--- src/rtl/instruction_compressor.sv ---
// Pair-matching instruction compressor: folds table-matched consecutive pairs into token words.
// Latency k+1 cycles for a match at index k, NUM_PAIRS on a miss; input stalls while searching or outputting.
module instruction_compressor #(
   parameter int                      WIDTH        = 32,
   parameter int                      encodeLength = 4,
   parameter logic [encodeLength-1:0] OPcode       = 4'b1111,
   parameter int                      NUM_PAIRS    = 16,
   parameter int                      IDXW         = $clog2(NUM_PAIRS)
) (
   input  logic             clk,
   input  logic             reset,
   input  logic             wme,
   input  logic [IDXW:0]    WriteAddr,
   input  logic [WIDTH-1:0] WriteData,
   input  logic             in_valid,
   output logic             in_ready,
   input  logic [WIDTH-1:0] InInstr,
   input  logic             flush,
   output logic             out_valid,
   input  logic             out_ready,
   output logic [WIDTH-1:0] OutWord,
   output logic             out_is_token,
   output logic             table_busy,
   output logic             collision_err
);

   typedef enum logic [2:0] {IDLE, HELD, SEARCH, OUT_TOKEN, OUT_RAW, OUT_LAST} state_t;

   state_t                 state;
   logic [WIDTH-1:0]       tbl [2*NUM_PAIRS];
   logic [NUM_PAIRS-1:0]   pair_valid;
   logic [WIDTH-1:0]       first;
   logic [WIDTH-1:0]       second;
   logic [IDXW-1:0]        idx;
   logic                   xfer;
   logic                   tbl_we;
   logic                   hit;
   logic [WIDTH-1:0]       token;

   assign in_ready   = (state == IDLE || state == HELD) && !reset;
   assign xfer       = in_valid && in_ready;
   assign table_busy = (state != IDLE);
   assign tbl_we     = wme && (state == IDLE) && !reset;
   assign hit        = pair_valid[idx] && (tbl[{idx, 1'b0}] == first) && (tbl[{idx, 1'b1}] == second);

   always_comb begin
      token                            = '0;
      token[WIDTH-1 -: encodeLength]   = OPcode;
      token[IDXW-1:0]                  = idx;
   end

   // Table contents survive reset; only the per-pair valid bits are cleared.
   always_ff @(posedge clk) begin
      if (tbl_we)
         tbl[WriteAddr] <= WriteData;
   end

   always_ff @(posedge clk) begin
      if (reset) begin
         state         <= IDLE;
         out_valid     <= 1'b0;
         OutWord       <= '0;
         out_is_token  <= 1'b0;
         collision_err <= 1'b0;
         pair_valid    <= '0;
         idx           <= '0;
         first         <= '0;
         second        <= '0;
      end else begin
         // Writing the second word of a pair arms it; writing the first word disarms it.
         if (tbl_we)
            pair_valid[WriteAddr[IDXW:1]] <= WriteAddr[0];
         if (xfer && InInstr[WIDTH-1 -: encodeLength] == OPcode)
            collision_err <= 1'b1;
         case (state)
            IDLE: begin
               if (xfer) begin
                  first <= InInstr;
                  state <= HELD;
               end
            end
            HELD: begin
               if (xfer) begin
                  second <= InInstr;
                  idx    <= '0;
                  state  <= SEARCH;
               end else if (flush) begin
                  OutWord      <= first;
                  out_is_token <= 1'b0;
                  out_valid    <= 1'b1;
                  state        <= OUT_LAST;
               end
            end
            SEARCH: begin
               if (hit) begin
                  OutWord      <= token;
                  out_is_token <= 1'b1;
                  out_valid    <= 1'b1;
                  state        <= OUT_TOKEN;
               end else if (idx == IDXW'(NUM_PAIRS - 1)) begin
                  OutWord      <= first;
                  out_is_token <= 1'b0;
                  out_valid    <= 1'b1;
                  state        <= OUT_RAW;
               end else begin
                  idx <= idx + 1'b1;
               end
            end
            OUT_TOKEN, OUT_LAST: begin
               if (out_ready) begin
                  out_valid <= 1'b0;
                  state     <= IDLE;
               end
            end
            OUT_RAW: begin
               // Greedy: the unmatched second word becomes the first of the next candidate pair.
               if (out_ready) begin
                  out_valid <= 1'b0;
                  first     <= second;
                  state     <= HELD;
               end
            end
            default: state <= IDLE;
         endcase
      end
   end

endmodule
--- config.mk ---
export PLATFORM = sky130hd
export DESIGN_NAME = instruction_compressor
export DESIGN_NICKNAME = d
export VERILOG_FILES = /design/src/rtl/instruction_compressor.sv
export SDC_FILE = /design/constraint.sdc
export NUM_CORES = 1
export LEC_CHECK = 0
export BUFFER_PORTS_ARGS = -buffer_cell sky130_fd_sc_hd__buf_2
export CAP_MARGIN = 20
export CELL_PAD_IN_SITES_DETAIL_PLACEMENT = 1
export CELL_PAD_IN_SITES_GLOBAL_PLACEMENT = 2
export CORE_MARGIN = 2
export CORE_UTILIZATION = 45
export CTS_BUF_LIST = sky130_fd_sc_hd__clkbuf_16
export CTS_CLUSTER_SIZE = 25
export DETAILED_ROUTE_END_ITERATION = 6
export GPL_ROUTABILITY_DRIVEN = 0
export GPL_TIMING_DRIVEN = 0
export PLACE_DENSITY = 0.72
export SLEW_MARGIN = 20
export SYNTH_ARGS = -nofsm -noshare
export SYNTH_HDL_FRONTEND = slang
export SYNTH_SLANG_ARGS = --single-unit
--- constraint.sdc ---
create_clock -name clk -period 4.5 [get_ports clk]
set_clock_uncertainty 0.15 [all_clocks]
set_input_delay 0.225 -clock clk [delete_from_list [all_inputs] [get_ports clk]]
set_output_delay 0.225 -clock clk [all_outputs]
set_load 0.005 [all_outputs]
; ---- Word-level counts from Yosys, hierarchy flattened
; Memories as Yosys holds them, arrays and structs flattened. A register that Yosys moved wholly into a read port is not among the register bits.
; Cells that the tools add are included.
[word_totals]
n_memories = 1
ramBits = 1024
mem_bits_ro = 0
output_inout_bits = 37
inputBits = 75
register_bits = 122
latch_bits = 0
elab_cells = 99
[memory_table]
columns = memory, depth, word_bits, read_ports, rd_ports_with_merged_regs, wr, line
row1 = tbl, 32, 32, 2, 2, 1, 30  ; logic [WIDTH-1:0] tbl [2*NUM_PAIRS];
[op_classes]
n_div = 0
n_bitwise = 0
eq_ne = 20
n_mux = 42
n_lt_le_gt_ge = 3
addsub = 1
reduce_logical = 23
n_shift = 0
n_mul = 0
[op_table]
columns = op, count
row1 = $mux 32, 6
row2 = $pmux 32 s2, 2
row3 = $eq 32x32->1, 2
row4 = $mux 3, 7
row5 = $mux 5, 4
row6 = $bwmux 16, 1
row7 = $ne 2x2->1 const B, 8
row8 = $pmux 3 s5, 1
row9 = $mux 1, 13
row10 = $mux 4, 3
row11 = $lt 4x5->1 const B, 2
row12 = $reduce_and 5->1, 2
row13 = $eq 4x4->1 const B, 2
row14 = $logic_and 1x1->1, 8
row15 = $pmux 4 s2, 1
row16 = $reduce_and 4->1, 2
row17 = $eq 3x2->1 const B, 2
row18 = $eq 3x3->1 const B, 2
row19 = $ne 3x3->1 const B, 2
row20 = $reduce_bool 3->1, 2
row21 = $add 4x1->4 const B, 1
row22 = $bmux 1 s4, 1
row23 = $demux 1 s4, 1
row24 = $ge 4x1->1 const B, 1
row25 = other kinds (12), 13

; ---- Longest topological paths before layout
; Gate-level depths: netlist of the first run.
[depth]
depth_word = 8
mapped_depth = 17
mapped_depth_nobuf = 10

; ---- Worst setup path after synthesis of the first run
; OpenSTA, ideal clock, no wires.
[synth_timing]
kind = register to register
start = register state[1]
end = memory tbl[20][0] (enable)
setup_slack_ns = 0.379
t_required_ns = 3.889
t_arrival_ns = 3.510
path_buffers = 0
setup_time_ns = 0.461
stages_incl_launch_ff = 6
period_less_slack_ns = 4.121
path_cell_list = dfxtp_1 > nor3_1 > nand3b_1 > nor2_1 > nand2_1 > nor3_1
[synth_between]
elab_chain_len = 5
[synth_lines]
columns = element, line
row1 = from (decl), 29  ; state_t state;
row2 = from (signal assigned), 60  ; state <= IDLE;
row3 = from (signal assigned), 79  ; state <= HELD;
row4 = from (signal assigned), 86  ; state <= SEARCH;
row5 = $logic_not 3->1, 43  ; assign tbl_we = wme && (state == IDLE) && !reset;
row6 = $logic_and 1x1->1 (2 in series), 43
row7 = $mux 1, 54  ; if (tbl_we)
row8 = $mux 1 (not written as such), 55  ; tbl[WriteAddr] <= WriteData;
row9 = to (decl), 30
; Every way passes these cells.

==> results by group, run 1 <==
Run status
  – Status: finished, final reports clean

STA
  – Final Hold Fails: 0
  – Fmax: 223 MHz
  – Final min period: 4480 ps
  – Tcrit/Tclk final: 99.6%
  – Final Slew Violations: 0
  – Max-slew headroom: 35.2%
  – Crit path setup slack, layout: 20.1 ps
  – Final setup violating endpoints: 0
  – Worst slew pin tran: 970 ps

Logic synthesis
  – Post-synth ARST share: 0%
  – Mapped cell area: 46200 µm²
  – Cell count after synthesis: 2565
  – Synth Area in Compound Gates: 4.95%
  – Netlist cell types: 76
  – Largest family of logic cells by synthesized area: multiplexers
  – Post-synth EDFFs: 1024
  – Register area share after synthesis: 72.0%
  – Synth Register Bits: 1150
  – Syn Area/Cell: 18.0 µm²
  – Simple-gate share of the synthesized area: 4.33%
  – Synth Area in XOR/XNOR: 1.10%
  – Synth Warn #: 0
  – Multiplexer area fraction after synthesis: 15.5%
  – Adder-cell share of the synthesized area: 0.0271%
  – Top FF cell, synth: edfxtp_1
  – Post-Synthesis Net Count: 2641

Finish
  – Nets@finish: 3057
  – Share of layout cells above drive strength 1: 28.0%
  – Area Growth Syn to Fin: 20.9%
  – Design area: 55900 µm²
  – Commonest non-fill, non-tap cell in the layout: edfxtp_1
  – Fill cell total of the finished layout: 9222
  – Commonest cells after routing, fill and taps aside: edfxtp_1 (1024), mux4_2 (208), mux2i_1 (171), dfxtp_1 (123), nand2_1 (122)

Floorplanning
  – Row count: 117
  – IO Pins: 112
  – Die area: 105000 µm²
  – Die Y: 324 µm
  – Initial core utilization: 45.4%
  – Overall die width: 324 µm
  – Core area: 102000 µm²

Clock network
  – # clock sinks: 1150
  – H-tree Lvls: 3
  – Longest Clk Path Bufs: 3
  – Clock Pin Slew Worst Setup and Hold Paths: 60 ps
  – Root Buffer: clkbuf_16
  – Clock buffer count from CTS: 116
  – Skew-Pair Late Insertion Delay: 720 ps
  – CTS tree: built

Routing
  – Final ANT Viol Nets: 0
  – Via count: 29077
  – Via density: 6.54
  – DR WL/cell: 40.1 µm
  – Drc violations: 0
  – Pre-Repair DR Iteration Count: 5
  – Drt first-iter violations: 4454
  – Detailed-route wire length: 178000 µm

Pwr
  – P per Cell Area: 400 nW/µm²
  – Max VDD drop: 0.313 mV
  – Leak Pwr: 17.9 nW

Placement
  – Worst slack, placed: -1850 ps
  – I/O Buffers: 109
  – Hpwl dp: 124000 µm
  – Area post-placement: 50200 µm²

Setup path
  – Req. time, crit path: 4940 ps
  – CP endpoint kind: flip-flop
  – Largest fanout on the critical path: 10
  – Worst setup path category: flip-flop to flip-flop
  – Worst setup SP type: flip-flop
  – Arrival @ worst endpoint: 4920 ps

Flow run
  – Max-cap viol count: 0

GRT
  – Vias in the first global route: 29006
  – Largest net degree at the start of global routing: 33
  – Overall global routing resource usage: 33.7%
  – Total grt overflow: 0
  – Initial antenna violation count: 7
  – First-pass GRT wire length: 243000 µm

Hold path
  – Hold Path Origin: WriteData[2]
  – Hold/Removal Path Class: input port to flip-flop
## per-stage QoR
step,instances,TNS (ps),power (mW),util [%],hold slack (ps)
after CTS,4434,0,22.4,54.5,7.29
after detailed placement,4137,-71610,12.9,49.3,307
after global placement,4042,-2531810,12.8,47.6,303
after floorplan,2565,0,12.4,-,174
after global routing,4447,-61.6,22.9,54.8,46.7
final,4448,0,22.4,54.8,57.5
## path summary, 6_finish.rpt
kind / end / slack, ps / cells past startpoint
worst max-delay path: OutWord[24] / 20 / 16
worst min-delay path: tbl[16][2] / 60 / 1
worst max register to register: OutWord[24] / 20 / 16
worst min register to register: OutWord[23] / 330 / 1
## repair_timing
action,CTS,global route
endpoints found under the hold margin,1078,0
buffers inserted,9,12
endpoints found under the setup margin,45,42
gates resized for setup,182,69
pin swaps,6,14
hold buffers,74,0
cloned,0,1
## metal layers
metal  track usage (%)  wire length [µm]  up-vias
li1                  -                 -    11242
met1              45.9             68700    15452
met2              53.3             82700     1973
met3              6.16             17900      408
met4              15.0              9100        2
met5                 0                12        -
## kinds of logic (layout without fill, tap and decap cells)
logic type	after synthesis	count (layout)
and+or+nand+nor	412	412
xor gates and xnor gates	58	58
buffers and inverters	176	690
muxes	450	450
other	0	1
adders and majority gates	1	1
DFF	1150	1150
AOI/OAI and AO/OA	318	318
## Yosys cell counts, types with 15 or more instances
cell / n / area (µm²)
nor2b_1: 19 / 119
mux2_2: 40 / 450
nand2_1: 122 / 458
a21oi_1: 70 / 350
dfxtp_1: 126 / 2520
edfxtp_1: 1024 / 30700
o21ai_0: 22 / 110
nand2b_1: 15 / 93.8
nand4_1: 19 / 119
xor2_1: 15 / 131
xnor2_1: 43 / 377
a22o_1: 35 / 307
a22oi_1: 29 / 218
buf_6: 20 / 225
nor2_1: 110 / 413
inv_1: 31 / 116
buf_2: 34 / 170
mux2i_1: 201 / 2010
nand3_1: 21 / 105
clkbuf_1: 47 / 176
buf_4: 35 / 263
nor3_1: 32 / 160
o22ai_1: 27 / 169
mux4_2: 208 / 4680
a211oi_1: 41 / 308
## state kept, by name (all words and copies together), names as in the netlist, named ones only
| name | cells |
|---|---|
| tbl | 1024 |
| second | 32 |
| out_valid | 1 |
| OutWord | 32 |
| collision_err | 1 |
| state | 3 |
| first | 32 |
| pair_valid | 16 |
| idx | 4 |
| out_is_token | 1 |
## layout make-up
cell class	count	area, µm²	share of cell area (%)
Clock inverter	97	766	1.37
Timing Repair Buffer	300	3000	5.36
Antenna cell	1	2.50	0.00448
Sequential cell	1150	33300	59.6
Clock buffer	119	2980	5.33
Buffer	142	1420	2.53
Tap cell	1368	1710	3.06
Multi-Input combinational cell	1239	12600	22.5
Inverter	32	140	0.251
## report_power, final
group	switching (mW)	internal [mW]	leakage, nW
combinational	0.559	0.291	5.73
clock	4.21	5.41	1.89
sequential	0.181	11.7	10.2
## critical path, cell delays in order (launching register included)
cell	delay, ps
dfxtp_4	450
buf_12	210
buf_12	210
buf_12	220
buf_12	210
mux2i_1	150
o311ai_4	470
mux2i_1	240
o211ai_1	330
nor4_2	470
nand4_1	140
buf_4	200
nor3_4	240
buf_6	170
nor3b_4	70
buf_6	150
a22o_1	180
No activity file was read; power rests on OpenSTA's default activity.
==> run 2: changes to the inputs <==
Settings changed: PLACE_DENSITY 0.72 to not set, PLACE_DENSITY_LB_ADDON set to 0.15.
==> results by group, run 2 (synthesis results as in run 1) <==
Floorplanning
  – Overall die width: 324 µm (unchanged)
  – Initial core utilization: 45.4% (unchanged)
  – Core area: 102000 µm² (unchanged)
  – Die Y: 324 µm (unchanged)
  – IO Pins: 112 (unchanged)
  – Die area: 105000 µm² (unchanged)
  – Row count: 117 (unchanged)

Clock network
  – Clock buffer count from CTS: 118 (was 116)
  – Root Buffer: clkbuf_16 (unchanged)
  – CTS tree: built (unchanged)
  – # clock sinks: 1150 (unchanged)
  – Longest Clk Path Bufs: 3 (unchanged)
  – H-tree Lvls: 3 (unchanged)
  – Skew-Pair Late Insertion Delay: 750 ps (was 720 ps)
  – Clock Pin Slew Worst Setup and Hold Paths: 60 ps (about the same)

Finish
  – Fill cell total of the finished layout: 9195 (was 9222)
  – Share of layout cells above drive strength 1: 28.5% (was 28.0%)
  – Biggest register: tbl (unchanged)
  – Register area: 33300 µm² (unchanged)
  – Commonest cells after routing, fill and taps aside: edfxtp_1 (1024), mux4_2 (208), mux2i_1 (172), dfxtp_1 (123), nand2_1 (121) (was edfxtp_1 (1024), mux4_2 (208), mux2i_1 (171), dfxtp_1 (123), nand2_1 (122))
  – Nets@finish: 3077 (was 3057)
  – Area Growth Syn to Fin: 21.4% (was 20.9%)
  – Max reg flops: 1024 (unchanged)
  – Commonest non-fill, non-tap cell in the layout: edfxtp_1 (unchanged)
  – Area of the multi-input gates: 12500 µm² (was 12600 µm²)

Placement
  – Hpwl dp: 125000 µm (was 124000 µm)
  – I/O Buffers: 109 (unchanged)
  – Worst slack, placed: -1760 ps (was -1850 ps)

Setup path
  – CP endpoint kind: flip-flop (unchanged)
  – Worst setup path category: flip-flop to flip-flop (unchanged)
  – Req. time, crit path: 4970 ps (was 4940 ps)
  – Worst Setup EP: OutWord[23] (was OutWord[24])
  – R2r endpoint: OutWord[23] (was OutWord[24])
  – Worst-case reg-to-reg path depth: 15 (was 16)
  – Arrival @ worst endpoint: 5040 ps (was 4920 ps)
  – Largest fanout on the critical path: 10 (unchanged)
  – Worst setup SP type: flip-flop (unchanged)
  – R2R setup slack: -70 ps (was 20 ps)

Pwr
  – Clock power share: 43.4% (was 43.0%)
  – Leak Pwr: 18.1 nW (was 17.9 nW)
  – Int Power: 17.5 mW (was 17.4 mW)
  – Max VDD drop: 0.341 mV (was 0.313 mV)
  – Sw frac: 22.4% (was 22.1%)
  – Sequential power share: 52.8% (was 53.2%)
  – Net Sw Power: 5.05 mW (was 4.95 mW)
  – Combinational cell fraction of total power: 3.8% (about the same)
  – Total power: 22.6 mW (was 22.4 mW)
  – P per Cell Area: 402 nW/µm² (was 400 nW/µm²)

GRT
  – Initial antenna violation count: 0 (was 7)
  – Overall global routing resource usage: 33.7% (about the same)
  – Total grt overflow: 0 (unchanged)
  – Vias in the first global route: 28787 (was 29006)
  – First-pass GRT wire length: 243000 µm (about the same)
  – Largest net degree at the start of global routing: 33 (unchanged)

Routing
  – Drt first-iter violations: 4043 (was 4454)
  – Final ANT Viol Nets: 0 (unchanged)
  – Detailed-route wire length: 178000 µm (about the same)
  – DR WL/cell: 39.8 µm (was 40.1 µm)
  – Via density: 6.47 (was 6.54)
  – Via count: 28956 (was 29077)
  – Drc violations: 0 (unchanged)
  – Pre-Repair DR Iteration Count: 6 (was 5)

STA
  – Crit path setup slack, layout: -70.1 ps (was 20.1 ps)
  – Final Slew Violations: 0 (unchanged)
  – Max-slew headroom: 37.8% (was 35.2%)
  – Worst slew pin tran: 929 ps (was 970 ps)
  – Final setup violating endpoints: 23 (was 0)
  – Fmax: 219 MHz (was 223 MHz)
  – Final Hold Fails: 0 (unchanged)
  – Tcrit/Tclk final: 102% (was 99.6%)
  – Final min period: 4570 ps (was 4480 ps)

Run status
  – Violated checks: setup timing
  – Status: finished, violations left (was finished, final reports clean)

Flow run
  – Max-cap viol count: 0 (unchanged)

Hold path
  – Hold/Removal Path Class: input port to flip-flop (unchanged)
==> run 2: changes by cell type in the layout (fill, tap and decap cells not counted), moves of 4 or more <==
cell        delta
buf_4         +18
buf_16         +8
inv_1          +8
clkinv_1       -6
mux2i_4        -6
mux2i_2        +5
buf_12         -4
buf_8          -4
clkinvlp_4     -4
==> run 2: worst min-delay path by stage <==
stage                 start       endpoint  slack (ps)  cells after the start
6_report                wme  pair_valid[4]          80                      6
5_1_grt                 wme  pair_valid[4]         120                      6
4_1_cts                 wme  pair_valid[4]          30                      6
3_5_place_dp    OutWord[17]    OutWord[17]         300                      1
3_3_place_gp      out_valid      out_valid         300                      2
2_1_floorplan  WriteData[0]      tbl[0][0]         170                      0
==> run 2: layer usage <==
layer	track usage [%]	vias to the layer above	routed length (µm)
met5	0	-	0
li1	-	11270	-
met4	12.8	0	7460
met3	6.98	361	17700
met1	46.2	15431	69900
met2	53.3	1894	83200
==> run 2: area by class of cell <==
class | instances | area share [%]
Multi-Input combinational cell | 1239 | 22.3
Sequential cell | 1150 | 59.3
Tap cell | 1368 | 3.05
Inverter | 32 | 0.252
Buffer | 141 | 2.51
Antenna cell | 1 | 0.00446
Clock buffer | 119 | 5.31
Timing Repair Buffer | 319 | 5.72
Clock inverter | 103 | 1.51
==> run 2: through the flow <==
stage | instance area, µm² | cells | util [%] | hold WS [ps] | setup TNS, ps
detailed placement | 50300 | 4137 | 49.3 | 301 | -69420
floorplan | 46200 | 2565 | - | 174 | 0
global route | 56100 | 4471 | 55.1 | 124 | -328
global placement | 48500 | 4042 | 47.6 | 301 | -2463900
finish | 56100 | 4472 | 55.1 | 75.5 | -1100
CTS | 55500 | 4445 | 54.5 | 33.1 | 0
==> run 2: worst max-delay path: stages (launching register included) <==
cell     delay [ps]
dfxtp_4         440
buf_12          180
buf_8           260
mux4_2          550
mux4_2          550
xnor2_1         410
nand4_1         300
nor4_2          260
nand4_1         140
buf_4           210
nor3_4          270
buf_6           180
nor3b_4          50
buf_12          140
buf_6           130
a22o_1          190
==> run 2: power groups by stage <==
stage / clock (mW) / sequential [mW] / combinational, mW
2_1_floorplan: 0 / 12.0 / 0.366
3_3_place_gp: 0 / 12.1 / 0.711
3_5_place_dp: 0 / 12.1 / 0.773
4_1_cts: 9.87 / 11.9 / 0.836
5_1_grt: 10.2 / 11.9 / 0.920
6_report: 9.80 / 11.9 / 0.858
==> run 2: timing repair <==
item	CTS	global route
gates resized for setup	161	85
gates cloned	0	0
hold endpoints to repair	1130	0
setup buffers	11	27
pin swaps	9	11
setup endpoints to repair	45	43
hold buffers	77	0
